**src/rtl/cpu_pkg.sv**
```systemverilog
// Shared CPU definitions: datapath widths, opcodes and the fetch state encoding.
package cpu_pkg;

   localparam int ADDR_W = 8;
   localparam int INST_W = 10;
   localparam int OPC_W  = 4;

   localparam logic [OPC_W-1:0] OPC_HALT = 4'b1111;
   localparam logic [OPC_W-1:0] OPC_BEQZ = 4'b0011;

   typedef enum logic [1:0] {
      IDLE      = 2'd0,
      RUN       = 2'd1,
      HALT_PEND = 2'd2,
      HALTED    = 2'd3
   } fetch_state_e;

   function automatic logic [OPC_W-1:0] opcode_of(input logic [INST_W-1:0] inst);
      return inst[INST_W-1 -: OPC_W];
   endfunction

endpackage

```
**src/rtl/inst_fetch_unit_if.sv**
```systemverilog
// Fetch-unit bus bundle: ROM address/data, decode valid/ready, branch redirect and control.
interface inst_fetch_unit_if
   import cpu_pkg::*;
();
   logic              start;
   logic [ADDR_W-1:0] inst_address;
   logic [INST_W-1:0] inst_out;
   logic              inst_valid;
   logic [INST_W-1:0] inst;
   logic [ADDR_W-1:0] inst_pc;
   logic              inst_ready;
   logic              branch_taken;
   logic [ADDR_W-1:0] branch_target;
   logic              halted;

   // The fetch unit drives the ROM address and the decode-side buffer.
   modport master (
      input  start, inst_out, inst_ready, branch_taken, branch_target,
      output inst_address, inst_valid, inst, inst_pc, halted
   );

   modport slave (
      output start, inst_out, inst_ready, branch_taken, branch_target,
      input  inst_address, inst_valid, inst, inst_pc, halted
   );
endinterface

```
**src/rtl/inst_fetch_unit_buffer.sv**
```systemverilog
// One-entry valid/ready holding register for the fetched word and its address.
module fetch_buffer
   import cpu_pkg::*;
(
   input  logic              clk_i,
   input  logic              rst_ni,
   input  logic              load_i,
   input  logic              flush_i,
   input  logic              take_i,
   input  logic [INST_W-1:0] inst_i,
   input  logic [ADDR_W-1:0] pc_i,
   output logic              valid_o,
   output logic [INST_W-1:0] inst_o,
   output logic [ADDR_W-1:0] pc_o
);

   logic              valid_q, valid_d;
   logic [INST_W-1:0] inst_q,  inst_d;
   logic [ADDR_W-1:0] pc_q,    pc_d;

   // Flush beats load beats take; data only moves on load so it stays stable under back-pressure.
   always_comb begin
      valid_d = valid_q;
      inst_d  = inst_q;
      pc_d    = pc_q;
      if (flush_i) begin
         valid_d = 1'b0;
      end else if (load_i) begin
         valid_d = 1'b1;
         inst_d  = inst_i;
         pc_d    = pc_i;
      end else if (take_i) begin
         valid_d = 1'b0;
      end
   end

   always_ff @(posedge clk_i or negedge rst_ni) begin
      if (!rst_ni) begin
         valid_q <= 1'b0;
         inst_q  <= '0;
         pc_q    <= '0;
      end else begin
         valid_q <= valid_d;
         inst_q  <= inst_d;
         pc_q    <= pc_d;
      end
   end

   assign valid_o = valid_q;
   assign inst_o  = inst_q;
   assign pc_o    = pc_q;

endmodule

```
**src/rtl/inst_fetch_unit.sv**
```systemverilog
// Instruction fetch: owns the PC and fetch FSM, reads the combinational ROM and feeds decode.
module inst_fetch_unit
   import cpu_pkg::*;
#(
   parameter logic [OPC_W-1:0]  HALT_OPC = OPC_HALT,
   parameter logic [ADDR_W-1:0] RESET_PC = '0
) (
   input  logic            clk_i,
   input  logic            rst_ni,
   inst_fetch_unit_if.master fetch_io
);

   fetch_state_e      state_q, state_d;
   logic [ADDR_W-1:0] pc_q, pc_d;
   logic              halted_q, halted_d;

   logic buf_load, buf_flush, buf_take;
   logic buf_valid;
   logic take;

   assign take = buf_valid & fetch_io.inst_ready;

   always_comb begin
      state_d   = state_q;
      pc_d      = pc_q;
      halted_d  = halted_q;
      buf_load  = 1'b0;
      buf_flush = 1'b0;
      buf_take  = 1'b0;
      unique case (state_q)
         IDLE: begin
            if (fetch_io.start) begin
               state_d = RUN;
               pc_d    = RESET_PC;
            end
         end
         RUN: begin
            buf_take = take;
            if (fetch_io.branch_taken) begin
               buf_flush = 1'b1;
               pc_d      = fetch_io.branch_target;
            end else if (!buf_valid || take) begin
               buf_load = 1'b1;
               // A halt word parks the PC on itself so nothing past it is fetched.
               if (opcode_of(fetch_io.inst_out) == HALT_OPC) begin
                  state_d = HALT_PEND;
               end else begin
                  pc_d = pc_q + 1'b1;
               end
            end
         end
         HALT_PEND: begin
            // A redirect from an older instruction cancels the pending halt.
            if (fetch_io.branch_taken) begin
               buf_flush = 1'b1;
               pc_d      = fetch_io.branch_target;
               state_d   = RUN;
            end else if (take) begin
               buf_take = 1'b1;
               halted_d = 1'b1;
               state_d  = HALTED;
            end
         end
         HALTED: begin
            if (fetch_io.start) begin
               pc_d     = RESET_PC;
               halted_d = 1'b0;
               state_d  = RUN;
            end
         end
         default: state_d = IDLE;
      endcase
   end

   always_ff @(posedge clk_i or negedge rst_ni) begin
      if (!rst_ni) begin
         state_q  <= IDLE;
         pc_q     <= RESET_PC;
         halted_q <= 1'b0;
      end else begin
         state_q  <= state_d;
         pc_q     <= pc_d;
         halted_q <= halted_d;
      end
   end

   fetch_buffer u_buffer (
      .clk_i   (clk_i),
      .rst_ni  (rst_ni),
      .load_i  (buf_load),
      .flush_i (buf_flush),
      .take_i  (buf_take),
      .inst_i  (fetch_io.inst_out),
      .pc_i    (pc_q),
      .valid_o (buf_valid),
      .inst_o  (fetch_io.inst),
      .pc_o    (fetch_io.inst_pc)
   );

   assign fetch_io.inst_valid   = buf_valid;
   assign fetch_io.inst_address = pc_q;
   assign fetch_io.halted       = halted_q;

endmodule

```
**src/flat_wrapper.sv**
```systemverilog
// flat-port wrapper written by rule: the top's interface ports become plain ports
module inst_fetch_unit_flat import cpu_pkg::*;
#(
   parameter logic [OPC_W-1:0]  HALT_OPC = OPC_HALT,
   parameter logic [ADDR_W-1:0] RESET_PC = '0
)
  (clk_i, rst_ni, fetch_io_start, fetch_io_inst_out, fetch_io_inst_ready, fetch_io_branch_taken, fetch_io_branch_target, fetch_io_inst_address, fetch_io_inst_valid, fetch_io_inst, fetch_io_inst_pc, fetch_io_halted);
  inst_fetch_unit_if fetch_io_i ();
  input  logic clk_i;
  input  logic rst_ni;
  input wire logic [$bits(fetch_io_i.start)-1:0] fetch_io_start;
  input wire logic [$bits(fetch_io_i.inst_out)-1:0] fetch_io_inst_out;
  input wire logic [$bits(fetch_io_i.inst_ready)-1:0] fetch_io_inst_ready;
  input wire logic [$bits(fetch_io_i.branch_taken)-1:0] fetch_io_branch_taken;
  input wire logic [$bits(fetch_io_i.branch_target)-1:0] fetch_io_branch_target;
  output wire logic [$bits(fetch_io_i.inst_address)-1:0] fetch_io_inst_address;
  output wire logic [$bits(fetch_io_i.inst_valid)-1:0] fetch_io_inst_valid;
  output wire logic [$bits(fetch_io_i.inst)-1:0] fetch_io_inst;
  output wire logic [$bits(fetch_io_i.inst_pc)-1:0] fetch_io_inst_pc;
  output wire logic [$bits(fetch_io_i.halted)-1:0] fetch_io_halted;
  assign fetch_io_i.start = fetch_io_start;
  assign fetch_io_i.inst_out = fetch_io_inst_out;
  assign fetch_io_i.inst_ready = fetch_io_inst_ready;
  assign fetch_io_i.branch_taken = fetch_io_branch_taken;
  assign fetch_io_i.branch_target = fetch_io_branch_target;
  assign fetch_io_inst_address = fetch_io_i.inst_address;
  assign fetch_io_inst_valid = fetch_io_i.inst_valid;
  assign fetch_io_inst = fetch_io_i.inst;
  assign fetch_io_inst_pc = fetch_io_i.inst_pc;
  assign fetch_io_halted = fetch_io_i.halted;
  inst_fetch_unit #(.HALT_OPC(HALT_OPC), .RESET_PC(RESET_PC)) u_core (.clk_i(clk_i), .rst_ni(rst_ni), .fetch_io(fetch_io_i));
endmodule
```
**config.mk**
```make
export PLATFORM = sky130hd
export DESIGN_NAME = inst_fetch_unit_flat
export DESIGN_NICKNAME = d
export VERILOG_FILES = /design/src/rtl/cpu_pkg.sv /design/src/rtl/inst_fetch_unit_if.sv /design/src/rtl/inst_fetch_unit_buffer.sv /design/src/rtl/inst_fetch_unit.sv /design/src/flat_wrapper.sv
export SDC_FILE = /design/constraint.sdc
export NUM_CORES = 1
export LEC_CHECK = 0
export ABC_CLOCK_PERIOD_IN_PS = 2600
export BUFFER_PORTS_ARGS = -buffer_cell sky130_fd_sc_hd__buf_2
export CAP_MARGIN = 40
export CORE_AREA = 5 5 76 64
export DETAILED_ROUTE_END_ITERATION = 10
export DIE_AREA = 0 0 81 69
export PLACE_DENSITY = 0.61
export SLEW_MARGIN = 20
export SYNTH_ARGS = -nofsm -noshare
export SYNTH_HDL_FRONTEND = slang
export SYNTH_SLANG_ARGS = --single-unit
```
**constraint.sdc**
```tcl
create_clock -name clk_i -period 2.6 [get_ports clk_i]
set_input_delay 0.13 -clock clk_i [delete_from_list [all_inputs] [get_ports clk_i]]
set_output_delay 0.13 -clock clk_i [all_outputs]
set_load 0.05 [all_outputs]
```
==> results.py, run 1 <==
metrics = {
    "layout": {
        "fin_area_um2": 1940,
        "layout_commonest_cell": "buf_2",
        "fin_nets": 217,
        "layout_common_cells": "50 x buf_2, 30 x dfrtp_1, 17 x mux2_2",
        "antenna_cells": 0,
        "drive_gt1_share_pct": 44.2,
        "fillers": 397,
        "seq_area_um2": 751,
        "fin_cells": 247,
        "fin_util_pct": 47.8,
        "multi_input_area_um2": 726,
        "area_delta_synth_final_pct": 24.2,
    },
    "global_routing": {
        "grt-ovfl-total": 0,
        "grt_pass1_wl_um": 6110,
        "grt_start_max_net_pins": 31,
        "grt_pass1_vias": 1278,
        "grt_antenna_before_repair": 0,
        "grt_use_total_pct": 14.1,
    },
    "clocking": {
        "cts_buffers": 5,
        "clk_latency_ps": 280,
        "cts.sinks": 30,
        "cts_tree": "built",
        "cts_root_buf": "clkbuf_8",
        "htree_levels": 2,
        "cts_resized": 0,
        "path_clk_slew_ps": 60,
        "clk_path_buf_depth": 2,
    },
    "die": {
        "die_x_um": 81,
        "rows": 21,
        "fp.coreArea_um2": 4050,
        "chipHeight_um": 69,
        "start_util_pct": 38.5,
        "dieArea_um2": 5590,
        "pin_count": 51,
    },
    "setup_path": {
        "setup.worst_path.start": "u_core.state_q[0]$_DFFE_PN0P_",
        "worstSetupEndpoint": "u_core.fetch_io.inst_address[1]$_DFFE_PN0P_",
        "critPathArrivalTime_ps": 2300,
        "worst-endpoint-required_ps": 2770,
        "start_kind": "flop",
        "reg2reg_from": "u_core.state_q[0]$_DFFE_PN0P_",
        "cp-end-kind": "flop",
        "r2r_end": "u_core.fetch_io.inst_address[1]$_DFFE_PN0P_",
        "rr_worst_depth": 6,
        "reg2reg_setup_slack_ps": 470,
        "critical_path_class": "flop to flop",
        "worstPathMaxFanout": 9,
    },
    "timing": {
        "hold_viol_final": 0,
        "fin_skew_ps": 3.69,
        "min_period_ps": 2130,
        "maxSlewHeadroom_pct": 54.2,
        "whs_ps": 74.6,
        "setup_tns_ps": 0,
        "worst_pin_slew_ps": 686,
        "rsz0062_at_grt": "false",
        "slew_violations": 0,
        "period_share_pct": 81.9,
        "fmax_mhz": 470,
        "setup_viol": 0,
    },
    "drt": {
        "vias_per_cell": 5.11,
        "antenna_left": 0,
        "drc": 0,
        "routed-wl-met2_um": 1670,
        "m1WireLength_um": 1610,
        "wirelength_um": 3630,
        "top_layer_used": "met4",
        "met3_length_um": 290,
        "firstDrtPassIters": 4,
        "first_iter_violations": 126,
        "wl_per_cell_um": 14.7,
        "via_count": 1263,
    },
    "yosys": {
        "netlist_instances": 136,
        "synth_cell_types": 35,
        "synth_warnings": 0,
        "synth-main-ff-cell": "dfrtp_1",
        "seq_area_frac_synth_pct": 48.2,
        "synth-seq-cells": 30,
        "synth.avg_cell_area_um2": 11.5,
        "synth-edff-count": 0,
        "ys_async_sr_fraction_pct": 100,
        "synth_area_um2": 1560,
        "synthesis.nets": 163,
    },
    "flow_run": {
        "drv_cap": 0,
    },
    "placed_design": {
        "dpl.cell_count": 239,
        "gp_congestion": 0.828,
        "place_area_um2": 1850,
        "io_buffers": 50,
        "place_hpwl_um": 2680,
    },
    "hold_path": {
        "holdCritPathClass": "input port to flop",
    },
    "power_and_ir_drop": {
        "p_per_area_nw_per_um2": 1410,
        "leakagePower_nw": 0.971,
        "peakVddDrop_mv": 0.796,
    },
    "outcome": {
        "status": "complete, no violations",
    },
}
## per-layer routing
metal  track usage [%]  vias to the layer above
met5                 0                        -
met4              5.63                        0
met3              4.82                        8
met2              21.0                       50
met1              18.6                      600
li1                  -                      605
## state kept, by name, indices dropped and copies added (netlist names)
register and count:
u_core.state_q 2, u_core.u_buffer.inst_o 10, u_core.fetch_io.halted 1, u_core.u_buffer.valid_o 1
u_core.fetch_io.inst_address 8, u_core.u_buffer.pc_o 8
## cells by family (layout without fill, tap and decap cells)
| group | Yosys count | in the layout | share of synthesized area [%] |
|---|---|---|---|
| buffers and inverters | 14 | 68 | 5.30 |
| DFF | 30 | 30 | 48.2 |
| AOI/OAI and AO/OA | 37 | 37 | 16.8 |
| adders and majority gates | 4 | 4 | 3.21 |
| muxes | 20 | 20 | 14.8 |
| and+or+nand+nor | 31 | 31 | 11.7 |
## Yosys cell counts, types with 2 or more instances
| cell type | count | area [µm²] |
|---|---|---|
| mux2_2 | 17 | 191 |
| ha_1 | 4 | 50.1 |
| buf_6 | 3 | 33.8 |
| and3_1 | 2 | 12.5 |
| o21ai_0 | 12 | 60.1 |
| nor2_1 | 6 | 22.5 |
| buf_2 | 3 | 15.0 |
| a21oi_1 | 6 | 30.0 |
| mux2_4 | 2 | 30.0 |
| dfrtp_1 | 30 | 751 |
| nand2_1 | 8 | 30.0 |
| o31ai_1 | 5 | 37.5 |
| nor3b_1 | 2 | 15.0 |
| a21o_1 | 3 | 22.5 |
| o41ai_1 | 2 | 17.5 |
| nor3_1 | 2 | 10.0 |
| inv_1 | 7 | 26.3 |
| nand3_1 | 2 | 10.0 |
| a32oi_1 | 4 | 35.0 |
## critical path, stage by stage, from the launching register on
cell,delay [ps]
dfrtp_1,400
inv_1,90
ha_1,340
nor2_2,90
a311oi_4,400
or2_1,360
mux2_4,330
## timing repair
action                                  CTS  global route
hold buffers                              1             0
buffers inserted                          0             0
endpoints found under the hold margin    30             0
endpoints found under the setup margin    0             0
## worst min-delay path by stage
stage | end | start | cells past startpoint | slack (ps)
finish | u_core.u_buffer.inst_o[5]$_DFFE_PN0P_ | fetch_io_inst_out[5] | 2 | 70
global route | u_core.u_buffer.inst_o[5]$_DFFE_PN0P_ | fetch_io_inst_out[5] | 2 | 70
CTS | u_core.u_buffer.inst_o[5]$_DFFE_PN0P_ | fetch_io_inst_out[5] | 2 | 70
detailed placement | u_core.u_buffer.inst_o[4]$_DFFE_PN0P_ | rst_ni | 1 | 220
global placement | u_core.u_buffer.inst_o[4]$_DFFE_PN0P_ | rst_ni | 1 | 210
floorplan | u_core.fetch_io.halted$_DFFE_PN0P_ | rst_ni | 0 | -170
## area by class of cell
| cell class | count | share of cell area, % |
|---|---|---|
| Clock inverter | 2 | 0.517 |
| Clock buffer | 5 | 3.56 |
| Tap cell | 57 | 3.68 |
| Multi-Input combinational cell | 92 | 37.5 |
| Inverter | 7 | 1.36 |
| Timing Repair Buffer | 54 | 14.6 |
| Sequential cell | 30 | 38.8 |
## report_power, final
group | internal [mW] | total (mW) | switching [mW]
Combinational | 0.448 | 1.54 | 1.09
Sequential | 0.675 | 0.841 | 0.166
Clock | 0.179 | 0.353 | 0.174
Total | 1.30 | 2.73 | 1.43
## metrics by stage
step	setup WS [ps]	power (mW)
floorplan	737	2.04
global placement	561	2.36
detailed placement	513	2.39
CTS	501	2.76
global route	388	2.90
finish	472	2.73
No activity file was read; power rests on OpenSTA's default activity.
==> inputs of run 2 (changes only) <==
Settings changed: ABC_CLOCK_PERIOD_IN_PS 2600 to 2200.
Clock period 2.6 ns to 2.2 ns, I/O delays scaled along.
==> results.py, run 2 (synthesis gave the netlist of run 1 again) <==
metrics = {
    "timing": {
        "setup_viol": 0,
        "period_share_pct": 89.4,
        "min_period_ps": 1970,
        "fin_skew_ps": 8.54,
        "maxSlewHeadroom_pct": 55.4,
        "whs_ps": 61.5,
        "setup_tns_ps": 0,
        "worst_pin_slew_ps": 668,
        "slew_violations": 0,
        "fmax_mhz": 509,
        "hold_viol_final": 0,
        "rsz0062_at_grt": "false",
    },
    "setup_path": {
        "worst-endpoint-required_ps": 2370,
        "critical_path_class": "flop to flop",
        "start_kind": "flop",
        "worstPathMaxFanout": 8,
        "critPathMaxStageDelay_ps": 400,
        "cp-end-kind": "flop",
        "cp_cell_sequence": "inv_1, ha_1, nor2_2, a311oi_4, or2_4, mux2_4",
        "critPathSlowestCell": "dfrtp_1",
        "critPathArrivalTime_ps": 2140,
    },
    "global_routing": {
        "grt_pass1_wl_um": 5920,
        "grt_use_total_pct": 13.6,
        "grt_start_max_net_pins": 31,
        "grt_antenna_before_repair": 0,
        "grt-ovfl-total": 0,
        "grt_pass1_vias": 1288,
    },
    "die": {
        "start_util_pct": 38.5,
        "die_x_um": 81,
        "pin_count": 51,
        "dieArea_um2": 5590,
        "rows": 21,
        "chipHeight_um": 69,
        "fp.coreArea_um2": 4050,
    },
    "clocking": {
        "path_clk_slew_ps": 70,
        "post_cts.repair.setup_buffers": 0,
        "htree_levels": 2,
        "clk_latency_ps": 280,
        "cts_root_buf": "clkbuf_8",
        "cts_buffers": 5,
        "cts.sinks": 30,
        "clk_path_buf_depth": 2,
        "cts_tree": "built",
    },
    "power_and_ir_drop": {
        "peakVddDrop_mv": 0.922,
        "leakagePower_nw": 0.981,
        "p_per_area_nw_per_um2": 1670,
    },
    "placed_design": {
        "gp_congestion": 0.829,
        "place_hpwl_um": 2690,
        "io_buffers": 50,
    },
    "layout": {
        "fin_util_pct": 48.4,
        "drive_gt1_share_pct": 44.8,
        "layout_commonest_cell": "buf_2",
        "area_delta_synth_final_pct": 25.6,
        "fin_nets": 218,
        "antenna_cells": 0,
        "layout_common_cells": "50 x buf_2, 30 x dfrtp_1, 17 x mux2_2",
        "largest_reg_flops": 10,
    },
    "drt": {
        "first_iter_violations": 67,
        "vias_per_cell": 5.04,
        "drc": 0,
        "wirelength_um": 3500,
        "wl_per_cell_um": 14.1,
        "firstDrtPassIters": 4,
        "via_count": 1254,
        "antenna_left": 0,
    },
    "flow_run": {
        "drv_cap": 0,
    },
    "outcome": {
        "status": "complete, no violations",
    },
    "hold_path": {
        "holdCritPathClass": "input port to flop",
    },
}
run 2: path summary, 6_finish.rpt:
check / from / to / slack (ps) / cells after the start
hold reg to reg: u_core.u_buffer.pc_o[7]$_DFFE_PN0P_ / u_core.u_buffer.pc_o[7]$_DFFE_PN0P_ / 500 / 1
min in group asynchronous: rst_ni / u_core.u_buffer.valid_o$_DFFE_PN0P_ / 400 / 2
setup / recovery: u_core.state_q[1]$_DFFE_PN0P_ / u_core.fetch_io.inst_address[1]$_DFFE_PN0P_ / 230 / 6
hold / removal: fetch_io_inst_out[5] / u_core.u_buffer.inst_o[5]$_DFFE_PN0P_ / 60 / 2
setup reg to reg: u_core.state_q[1]$_DFFE_PN0P_ / u_core.fetch_io.inst_address[1]$_DFFE_PN0P_ / 230 / 6
max in group asynchronous: rst_ni / u_core.fetch_io.inst_address[4]$_DFFE_PN0P_ / 1360 / 2
run 2: stage by stage:
| step | power [mW] | cell area [µm²] | setup slack [ps] | std cells |
|---|---|---|---|---|
| 4_1_cts | 3.30 | 1960 | 117 | 249 |
| 6_report | 3.27 | 1960 | 234 | 249 |
| 5_1_grt | 3.48 | 1960 | 121 | 249 |
| 3_5_place_dp | 2.83 | 1850 | 133 | 240 |
| 2_1_floorplan | 2.41 | 1560 | 337 | 136 |
| 3_3_place_gp | 2.79 | 1850 | 212 | 240 |
run 2: metal layers:
metal / track usage [%] / part of all wire, % / vias to the layer above
li1: - / - / 612
met1: 17.6 / 45 / 598
met2: 20.7 / 47 / 39
met3: 4.69 / 7.0 / 5
met4: 5.07 / 1.2 / 0
met5: 0 / 0 / -
run 2: cell type report:
type,instances,area [µm²]
sequential,30,751
multi-input combinational,92,728
tap,57,71.3
clock buffer,7,86.3
timing repair buffer,55,290
clock inverter,1,5.00
inverter,7,26.3
fill,406,2090
run 2: worst max-delay path: cells and delay by family, from the launching register on:
kind | cells | cell delay (ps)
mux | 1 | 310
simple gates | 2 | 350
buf+inv | 1 | 80
compound gates | 1 | 400
fa+ha+maj | 1 | 310
flops | 1 | 400
run 2: where the power goes:
part           leakage, nW  internal, mW  switching, mW  total, mW
clock network       0.0482         0.252          0.200      0.452
registers            0.376         0.798          0.195      0.993
logic                0.558         0.539           1.29       1.83
run 2: repair_timing:
item                                    CTS  global route
endpoints found under the setup margin    0             2
hold buffers                              1             0
hold endpoints to repair                 30             0
gates resized for setup                   0             1
==> inputs of run 3 (changes only) <==
Settings changed: CORE_AREA 5 5 76 64 to 5 5 66 74, DIE_AREA 0 0 81 69 to 0 0 71 79.
==> results.py, run 3 (synthesis gave the netlist of run 1 again) <==
metrics = {
    "setup_path": {
        "critPathMaxStageDelay_ps": 400,
        "critical_path_class": "flop to flop",
        "worst-endpoint-required_ps": 2360,
        "critPathArrivalTime_ps": 2150,
        "crit_buf_inv": 1,
        "cp_cell_sequence": "inv_1, ha_1, nor2_2, a311oi_4, or2_4, mux2_4",
        "start_kind": "flop",
        "critPathSlowestCell": "dfrtp_1",
        "critPathTopFamily": "flip-flops",
        "cp-end-kind": "flop",
        "worstPathMaxFanout": 9,
    },
    "clocking": {
        "clk_path_buf_depth": 2,
        "cts_tree": "built",
        "cts.sinks": 30,
        "cts_buffers": 5,
        "htree_levels": 2,
        "path_clk_slew_ps": 60,
        "post_cts.repair.setup_buffers": 0,
        "clk_latency_ps": 280,
        "cts_root_buf": "clkbuf_8",
    },
    "flow_run": {
        "drv_cap": 0,
    },
    "power_and_ir_drop": {
        "sequentialPowerShare_pct": 30.9,
        "leakagePower_nw": 0.967,
        "p_clk_share_pct": 13.1,
        "p_switching_mw": 1.67,
        "pwr-share-comb_pct": 56.0,
        "p_per_area_nw_per_um2": 1680,
        "peakVddDrop_mv": 0.774,
        "p_sw_share_pct": 51.5,
        "power.internal_mw": 1.57,
    },
    "global_routing": {
        "grt_antenna_before_repair": 0,
        "grt_pass1_wl_um": 6070,
        "grt-ovfl-total": 0,
        "grt_pass1_vias": 1355,
        "grt_use_total_pct": 13.7,
        "grt_start_max_net_pins": 31,
    },
    "die": {
        "fp.coreArea_um2": 4130,
        "chipHeight_um": 79,
        "rows": 25,
        "start_util_pct": 37.8,
        "pin_count": 51,
        "die_x_um": 71,
        "dieArea_um2": 5610,
    },
    "timing": {
        "fmax_mhz": 502,
        "whs_ps": 62.0,
        "rsz0062_at_grt": "false",
        "slew_violations": 0,
        "setup_viol": 0,
        "min_period_ps": 1990,
        "fin_skew_ps": 5.64,
        "maxSlewHeadroom_pct": 55.3,
        "setup_tns_ps": 0,
        "period_share_pct": 90.5,
        "worst_slack_ps": 209,
        "worst_pin_slew_ps": 671,
        "hold_viol_final": 0,
    },
    "placed_design": {
        "place_hpwl_um": 2730,
        "place_area_um2": 1840,
        "preCtsSetupSlack_ps": 123,
        "io_buffers": 50,
        "gp_congestion": 0.741,
    },
    "drt": {
        "first_iter_violations": 40,
        "wirelength_um": 3600,
        "firstDrtPassIters": 4,
        "drc": 0,
        "wl_per_cell_um": 14.9,
        "vias_per_cell": 5.26,
        "via_count": 1272,
        "antenna_left": 0,
    },
    "layout": {
        "fin_area_um2": 1930,
        "fin_nets": 216,
        "layout_common_cells": "50 x buf_2, 30 x dfrtp_1, 17 x mux2_2",
        "area_delta_synth_final_pct": 23.8,
        "fillers": 411,
        "antenna_cells": 0,
        "largest_reg_flops": 10,
        "drive_gt1_share_pct": 44.1,
        "layout_commonest_cell": "buf_2",
        "fin_util_pct": 46.8,
    },
    "hold_path": {
        "holdCritPathClass": "input port to flop",
    },
    "outcome": {
        "status": "complete, no violations",
    },
}
-- run 3: cell types whose count changed in the layout (fill, tap and decap cells not counted), sizes merged --
cell    before  now
buf         54   52
clkinv       1    0
clkbuf       7    6
-- run 3: what timing repair did --
| action | CTS | global route |
|---|---|---|
| hold buffers | 1 | 0 |
| setup endpoints to repair | 0 | 2 |
| resized for setup | 0 | 1 |
| endpoints found under the hold margin | 30 | 0 |
-- run 3: routing by layer --
metal	share of wire, %	vias up	GRT usage [%]
li1	-	598	-
met1	41	614	15.0
met2	49	55	23.9
met3	8.2	5	5.32
met4	1.6	0	4.89
met5	0	-	0
-- run 3: metrics by stage --
| step | std cells | total power, mW |
|---|---|---|
| 6_report | 242 | 3.23 |
| 5_1_grt | 242 | 3.44 |
| 4_1_cts | 242 | 3.27 |
| 3_5_place_dp | 235 | 2.83 |
| 3_3_place_gp | 235 | 2.78 |
| 2_1_floorplan | 136 | 2.41 |
-- run 3: layout make-up --
| class | instances | area, µm² | area share, % |
|---|---|---|---|
| Sequential cell | 30 | 751 | 38.9 |
| Multi-Input combinational cell | 92 | 728 | 37.7 |
| Timing Repair Buffer | 53 | 275 | 14.3 |
| Clock buffer | 6 | 82.6 | 4.28 |
| Tap cell | 54 | 67.6 | 3.50 |
| Inverter | 7 | 26.3 | 1.36 |
-- run 3: worst paths after layout --
check / slack (ps) / cells past startpoint / to / start
hold / removal: 60 / 2 / u_core.u_buffer.inst_o[0]$_DFFE_PN0P_ / fetch_io_inst_out[0]
max in group asynchronous: 1360 / 2 / u_core.u_buffer.pc_o[6]$_DFFE_PN0P_ / rst_ni
hold reg to reg: 480 / 2 / u_core.u_buffer.pc_o[2]$_DFFE_PN0P_ / u_core.u_buffer.pc_o[2]$_DFFE_PN0P_
setup / recovery: 210 / 6 / u_core.fetch_io.inst_address[5]$_DFFE_PN0P_ / u_core.state_q[0]$_DFFE_PN0P_
setup reg to reg: 210 / 6 / u_core.fetch_io.inst_address[5]$_DFFE_PN0P_ / u_core.state_q[0]$_DFFE_PN0P_
min in group asynchronous: 410 / 2 / u_core.u_buffer.inst_o[2]$_DFFE_PN0P_ / rst_ni
-- run 3: power groups by stage --
stage	sequential, mW	clock (mW)	combinational [mW]
2_1_floorplan	1.80	0	0.612
3_3_place_gp	0.989	0	1.80
5_1_grt	1.04	0.462	1.94
4_1_cts	1.00	0.442	1.82
6_report	0.999	0.424	1.81
3_5_place_dp	1.01	0	1.82
